<file path="config.mk">
export PLATFORM = sky130hd
export DESIGN_NAME = alu_arbiter
export DESIGN_NICKNAME = d
export VERILOG_FILES = /design/src/rtl/alu_arbiter.sv
export SDC_FILE = /design/constraint.sdc
export NUM_CORES = 1
export LEC_CHECK = 0
export ABC_AREA = 0
export CORE_MARGIN = 2
export CORE_UTILIZATION = 42
export CTS_BUF_LIST = sky130_fd_sc_hd__clkbuf_2 sky130_fd_sc_hd__clkbuf_4 sky130_fd_sc_hd__clkbuf_8
export CTS_CLUSTER_DIAMETER = 200
export CTS_CLUSTER_SIZE = 8
export DETAILED_ROUTE_END_ITERATION = 8
export PLACE_DENSITY = 0.88
export SLEW_MARGIN = 20
export SYNTH_ARGS = -nofsm -noshare
export SYNTH_HDL_FRONTEND = slang
export SYNTH_SLANG_ARGS = --single-unit
</file>
<file path="constraint.sdc">
create_clock -name clk -period 2.45 [get_ports clk]
set_input_delay 0.3675 -clock clk [delete_from_list [all_inputs] [get_ports clk]]
set_output_delay 0.3675 -clock clk [all_outputs]
set_load 0.01 [all_outputs]
</file>
<file path="src/rtl/alu_arbiter.sv">
// alu_arbiter: shares one external combinational ALU between two requesters.
// Requester 0 is the execute stage and requester 1 is the auxiliary/AGU path.
// The block arbitrates round-robin, drives the ALU for a single cycle,
// captures the result, and holds it until the granted requester consumes it.
// Opcodes the ALU does not implement skip the ALU and return an error response.
module alu_arbiter (
  input  logic        clk,
  input  logic        reset,
  input  logic [1:0]  req_valid,
  output logic [1:0]  req_ready,
  input  logic [7:0]  req_opcode,
  input  logic [1:0]  req_ar_flag,
  input  logic [31:0] req_src1,
  input  logic [31:0] req_src2,
  output logic [1:0]  rsp_valid,
  input  logic [1:0]  rsp_ready,
  output logic [15:0] rsp_dst,
  output logic [3:0]  rsp_flags,
  output logic        rsp_err,
  output logic        busy,
  output logic [15:0] op_count,
  output logic [3:0]  alu_opcode,
  output logic        alu_ar_flag,
  output logic [15:0] alu_src1,
  output logic [15:0] alu_src2,
  input  logic [15:0] alu_dst,
  input  logic [3:0]  alu_flags
);

  typedef enum logic [1:0] {
    IDLE = 2'd0,
    EXEC = 2'd1,
    RESP = 2'd2
  } state_t;

  state_t      r_state;
  logic        r_lastGrant;
  logic        r_grant;
  logic [3:0]  r_aluOpcode;
  logic        r_aluArFlag;
  logic [15:0] r_aluSrc1;
  logic [15:0] r_aluSrc2;
  logic [1:0]  r_rspValid;
  logic [15:0] r_rspDst;
  logic [3:0]  r_rspFlags;
  logic        r_rspErr;
  logic        r_busy;
  logic [15:0] r_opCount;

  logic        w_accept;
  logic        w_grant;
  logic [3:0]  w_selOpcode;
  logic        w_selArFlag;
  logic [15:0] w_selSrc1;
  logic [15:0] w_selSrc2;
  logic        w_supported;
  logic        w_rspDone;

  // Pick the winner: a lone requester wins outright, a tie goes to whoever was not served last.
  always_comb begin
    w_grant     = (req_valid == 2'b11) ? ~r_lastGrant : req_valid[1];
    w_accept    = (r_state == IDLE) && (req_valid != 2'b00);
    w_selOpcode = w_grant ? req_opcode[7:4]  : req_opcode[3:0];
    w_selArFlag = w_grant ? req_ar_flag[1]   : req_ar_flag[0];
    w_selSrc1   = w_grant ? req_src1[31:16]  : req_src1[15:0];
    w_selSrc2   = w_grant ? req_src2[31:16]  : req_src2[15:0];
    w_supported = (w_selOpcode >= 4'd3) && (w_selOpcode <= 4'd9);
    w_rspDone   = (r_state == RESP) && rsp_ready[r_grant];
    req_ready   = w_accept ? {w_grant, ~w_grant} : 2'b00;
  end

  // Main FSM: grant in IDLE, run the ALU for one cycle in EXEC, hold the result in RESP.
  always_ff @(posedge clk) begin
    if (reset) begin
      r_state     <= IDLE;
      r_lastGrant <= 1'b1;
      r_grant     <= 1'b0;
      r_aluOpcode <= 4'd0;
      r_aluArFlag <= 1'b0;
      r_aluSrc1   <= 16'd0;
      r_aluSrc2   <= 16'd0;
      r_rspValid  <= 2'b00;
      r_rspDst    <= 16'd0;
      r_rspFlags  <= 4'd0;
      r_rspErr    <= 1'b0;
      r_busy      <= 1'b0;
      r_opCount   <= 16'd0;
    end else begin
      case (r_state)
        IDLE: begin
          if (w_accept) begin
            r_grant     <= w_grant;
            r_lastGrant <= w_grant;
            r_busy      <= 1'b1;
            if (w_supported) begin
              r_state     <= EXEC;
              r_aluOpcode <= w_selOpcode;
              r_aluArFlag <= w_selArFlag;
              r_aluSrc1   <= w_selSrc1;
              r_aluSrc2   <= w_selSrc2;
            end else begin
              r_state    <= RESP;
              r_rspValid <= {w_grant, ~w_grant};
              r_rspDst   <= 16'd0;
              r_rspFlags <= 4'd0;
              r_rspErr   <= 1'b1;
            end
          end
        end
        EXEC: begin
          r_state     <= RESP;
          r_rspDst    <= alu_dst;
          r_rspFlags  <= alu_flags;
          r_rspErr    <= 1'b0;
          r_rspValid  <= {r_grant, ~r_grant};
          r_aluOpcode <= 4'd0;
          r_aluArFlag <= 1'b0;
          r_aluSrc1   <= 16'd0;
          r_aluSrc2   <= 16'd0;
        end
        RESP: begin
          if (w_rspDone) begin
            r_state    <= IDLE;
            r_rspValid <= 2'b00;
            r_busy     <= 1'b0;
            if (!r_rspErr) begin
              r_opCount <= r_opCount + 16'd1;
            end
          end
        end
        default: begin
          r_state <= IDLE;
        end
      endcase
    end
  end

  assign rsp_valid   = r_rspValid;
  assign rsp_dst     = r_rspDst;
  assign rsp_flags   = r_rspFlags;
  assign rsp_err     = r_rspErr;
  assign busy        = r_busy;
  assign op_count    = r_opCount;
  assign alu_opcode  = r_aluOpcode;
  assign alu_ar_flag = r_aluArFlag;
  assign alu_src1    = r_aluSrc1;
  assign alu_src2    = r_aluSrc2;

endmodule

</file>
After elaboration in Yosys (flattened, before gate mapping)
Index checks and enable logic that the tools add are counted.

Flip-flop bits (word level): 81. Bits of input ports: 100. Logic and storage cells: 82.

$add $sub $neg: 1. Magnitude comparators: 3. Eq/ne operators: 7. Multiplexer cells: 39. Bitwise gates (word level): 4. Reductions and logical operators: 15.

Operator list (count): 2-to-1 mux 16 bit (8); case mux 16 bit (2 select lines) (3); 2-to-1 mux 4 bit (5); adder 16 x 1 -> 16 bit (second input constant) (1); case mux 4 bit (2 select lines) (2); 2-to-1 mux 2 bit (6); case mux 2 bit (3 select lines) (2); AND reduction 3 bit (4); 2-to-1 mux 1 bit (10); inequality test 2 bit (second input constant) (4); case mux 1 bit (2 select lines) (3); nonzero test 2 bit (3); == test 2 bit (second input constant) (2); greater-or-equal comparator 4 x 2 -> 1 bit (second input constant) (1); less-or-equal comparator 4 bit (second input constant) (1); inverter 1 bit (4); AND reduction 2 bit (2); AND reduction 4 bit (1); logical AND 1 bit (3); nonzero test 3 bit (1); == test 2 x 1 -> 1 bit (second input constant) (1); logical NOT 2 bit (1); less-than comparator 1 x 2 -> 1 bit (second input constant) (1).

Logic depth before layout (Yosys ltp)
Word-level depth: 8. Depth in mapped cells: 8.

Worst setup path before layout
Ideal clock, no wire load.

Path type: reg2reg. Start point: reg r_state[0]. End point: reg r_rspValid[0] (netlist: rsp_valid[0]). Arrival: 1.640 ns. Required time: 2.322 ns. Path slack: 0.682 ns. Stages on the path, launching flop included: 8. Buffers on the path: 1. Clock period less this slack: 1.768 ns. Path through: dfxtp_1 > inv_1 > ha_1 > clkbuf_1 > a22o_1 > a311oi_2 > mux2i_1 > nor2_1.

Word-level cells in the longest chain between the ends: 4. Elaborated cells on any way between the ends: 11. Those cells by class: eq/ne (5); mux (1); reduce/logical (5).

Ends and longest elaborated chain: from (decl) (RTL line 36) `state_t r_state;`; from (signal assigned) (RTL line 75) `r_state <= IDLE;`; from (signal assigned) (RTL line 96) `r_state <= EXEC;`; from (signal assigned) (RTL line 102) `r_state <= RESP;`; == test 2 bit / logical NOT 2 bit (equally long branches) (RTL line 68, 89, 62); logical AND 1 bit (on tied branches) (RTL line 68, 62); inequality test 2 bit (no line); AND reduction 4 bit (no line); to (signal assigned) (RTL line 103) `r_rspValid <= {w_grant, ~w_grant};`; to (signal assigned) (RTL line 115) `r_rspValid <= {r_grant, ~r_grant};`; to (decl) (RTL line 43) `logic [1:0] r_rspValid;`.

Parallel ways exist; a longest one is shown, timed or not. A chain may end at the register's enable or synchronous reset.

Worst setup path in the final report
Start point: in req_valid[1]. End point: out req_ready[0].

Word-level cells in the longest chain between the ends: 4. Elaborated cells on any way between the ends: 6. Those cells by class: eq/ne (1); mux (2); bitwise (1); reduce/logical (2).

Ends and longest elaborated chain: from (decl) (RTL line 9) `input logic [1:0] req_valid,`; == test 2 bit (RTL line 61) `w_grant = (req_valid == 2'b11) ? ~r_lastGrant : req_valid[1];`; 2-to-1 mux 1 bit (RTL line 61); inverter 1 bit (RTL line 69) `req_ready = w_accept ? {w_grant, ~w_grant} : 2'b00;`; 2-to-1 mux 2 bit (*) (RTL line 69); to (decl) (RTL line 10) `output logic [1:0] req_ready,`.

Mark *: on every way between the ends. The rest lies on a longest branch, timed or not.

==> run_results.csv <==
group,metric,value,unit
status,outcome,"complete, no violations",
final_layout,drive_above_1_share,9.38,%
worst_setup_path,slowest_delay,520,ps
global_route,grt_use_total,21.8,%
route,m1WireLength,4440,µm
clock_tree,cts_tree,"done",
route,vias,3705,
floorplan,rows,34,
worst_setup_path,cp-end-kind,"output port",
sta,relSlewSlack,44.4,%
synth,synth_most_common_cell,"dfxtp_1",
place,dp_slack,96.8,ps
sta,period_minus_slack,2300,ps
synth,syn_avg_cell_area,9.37,µm²
global_route,grt_overflow,0,
global_route,antenna_found_initial,0,
synth,synth_flop_cell,"dfxtp_1",
worst_setup_path,crit_top_cell,"clkdlybuf4s50_1",
route,vias_per_cell,5.42,
worst_setup_path,r2r_slack,470,ps
power,max-vdd-ir-drop,329,µV
place,dp_cells,668,
route,routedWlPerCell,16.1,µm
clock_tree,clk_pin_slew,90,ps
synth,yosysSeqAreaShare,42.8,%
route,drtIter0Drc,142,
floorplan,start_util,43.4,%
synth,synthTopCellsByCount,"dfxtp_1, nand3_1, mux2i_1",
synth,async_reset_ff_share,0,%
sta,fin_skew,10.2,ps
clock_tree,cts_max_path_buffers,2,
worst_setup_path,crit_required,2080,ps
route,firstDrtPassIters,4,
min_path,hold_path.class,"register to register",
floorplan,core,8720,µm²
final_layout,fin_cells,684,
final_layout,antenna-diode-count,0,
synth,yosysWarnings,0,
floorplan,die_w,99.0,µm
clock_tree,cts-root-buf,"clkbuf_8",
power,power_density,615,nW/µm²
worst_setup_path,crit_family,"buffers and inverters",
clock_tree,htreeDepth,3,
final_layout,fin_util,67.3,%
sta,slew_violations,0,
worst_setup_path,crit_path_max_fanout,5,
power,p_total,3610,µW
final_layout,area_delta_synth_final,54.9,%
worst_setup_path,worstSetupPathType,"input port to output port",
sta,rsz0062_at_grt,"no",
worst_setup_path,startpoint_type,"input port",
route,dr_wl_met3,789,µm
global_route,grt_pass1_vias,3580,
worst_setup_path,critPathBufInv,2,
flow_run,max_cap_viol_count,0,
global_route,grt_pass1_wl,17500,µm
worst_setup_path,crit_chain,"clkdlybuf4s50_1, or2_2, nand2_1, nor2_1, clkdlybuf4s50_1",
global_route,grt_max_degree,54,
floorplan,io_pins,179,
sta,setup_slack,149,ps
synth,synth_top_cell_by_area,"dfxtp_1",
clock_tree,clk_latency,350,ps
final_layout,final_nets,676,
worst_setup_path,critPathSlowestCell,"clkdlybuf4s50_1",
synth,syn_nets,509,
synth,ys_types,42,
route,ant_nets,0,
sta,worst_slew_pin_slew,834,ps
sta,setup-violations-final,0,
floorplan,dieArea,9790,µm²
sta,hold_viol,0,
worst_setup_path,critPathArrivalTime,1930,ps
floorplan,die_height,99.0,µm
route,drc,0,
clock_tree,cts_buffers,9,
synth,synth_cells,404,
clock_tree,post_cts_buffers,0,
sta,fmax,0.435,GHz
place,finalWeightedCongestion,0.818,
sta,fin_crit_sh,93.9,%
synth,synthesis.area,3790,µm²
sta,finalSetupTns,0,ps
synth,synth_edf_count,0,
route,top_layer,"met4",
synth,synth_top_area_share,42.8,%
synth,synthTopCellsByArea,"dfxtp_1, mux2i_1, nand3_1",
place,io_buffers,178,
route,drt-total-wl,11000,µm
place,hpwl,8120,µm
power,p_leak,0.00224,µW
route,routed-wl-met2,5630,µm
synth,synth_seq_cells,81,
clock_tree,cts_sinks,81,
==> registers in the layout (all words and copies together) (netlist names) <==
register,cells
alu_src2,16
op_count,16
rsp_valid,2
alu_src1,16
rsp_dst,16
rsp_err,1
r_state,2
r_lastGrant,1
rsp_flags,4
r_grant,1
busy,1
alu_ar_flag,1
alu_opcode,4
==> worst register-to-register path: stages, from the launching register on <==
cell and delay, ps:
dfxtp_1 360, inv_1 140, ha_1 270, nand2b_1 210, nor4_4 490, nand3_1 170, xor2_1 180, nor2_1 50
==> repair_timing <==
action | in CTS | in global routing
resized for setup | 1 | 2
pin swaps | 0 | 0
hold buffers | 0 | 0
setup endpoints to repair | 1 | 1
==> routing by layer <==
layer | vias up | track usage (%)
li1 | 1810 | -
met5 | - | 0
met4 | 0 | 6.95
met2 | 129 | 38.6
met3 | 16 | 6.10
met1 | 1750 | 25.6
==> through the flow <==
stage               hold WS [ps]  instance area (µm²)
global placement             453                 5650
finish                       471                 5870
global route                 494                 5870
CTS                          472                 5860
floorplan                    470                 3790
detailed placement           459                 5650
==> logic make-up after synthesis <==
logic type | after synthesis | synth area share, %
buf+inv | 36 | 4.43
compound gates | 101 | 19.6
simple gates | 127 | 17.6
mux | 40 | 10.7
flops | 81 | 42.8
xor+xnor | 14 | 3.24
fa+ha+maj | 5 | 1.65
==> cell usage in the layout, fill, tap and decap left out, types with 2 or more instances in the layout <==
| cell type | netlist | layout |
|---|---|---|
| nand2b_1 | 4 | 4 |
| xnor2_1 | 3 | 3 |
| o31ai_1 | 24 | 24 |
| buf_4 | 2 | 10 |
| nand2_1 | 11 | 11 |
| and3_1 | 3 | 3 |
| clkinv_4 | 0 | 2 |
| o21ai_1 | 5 | 5 |
| a21o_1 | 2 | 2 |
| nor2_1 | 24 | 23 |
| dfxtp_1 | 81 | 81 |
| inv_1 | 3 | 3 |
| clkdlybuf4s50_1 | 0 | 177 |
| nand3_1 | 63 | 63 |
| or2_2 | 4 | 4 |
| o21ai_0 | 19 | 19 |
| clkbuf_8 | 0 | 9 |
| a21oi_1 | 28 | 28 |
| inv_6 | 0 | 2 |
| nand4_1 | 5 | 5 |
| xor2_1 | 11 | 11 |
| ha_1 | 5 | 4 |
| and4_1 | 2 | 2 |
| o31ai_2 | 13 | 13 |
| a211oi_1 | 2 | 2 |
| nor4b_1 | 2 | 2 |
| and2_1 | 3 | 3 |
| mux2i_1 | 39 | 39 |
| nor2b_1 | 2 | 2 |
==> power breakdown <==
part	leakage [µW]	switching [µW]	internal (µW)
clock network	0.000102	523	489
logic	0.00148	520	559
registers	0.000659	75.2	1440
total	0.00224	1120	2490
==> cell type report <==
cell class                      instances  area, µm²
Clock inverter                          7       83.8
Fill cell                             655       2850
Clock buffer                            9        124
Sequential cell                        81       1620
Tap cell                              108        135
Inverter                                3       11.3
Timing Repair Buffer                  189       1880
Multi-Input combinational cell        287       2010
==> worst paths after layout <==
path / from / to / cells after the start
setup / recovery: req_valid[1] / req_ready[0] / 5
hold / removal: alu_src2[15] / alu_src2[15] / 2
setup reg to reg: r_state[0] / op_count[13] / 7
hold reg to reg: alu_src2[15] / alu_src2[15] / 2
No activity file was read; power rests on OpenSTA's default activity.
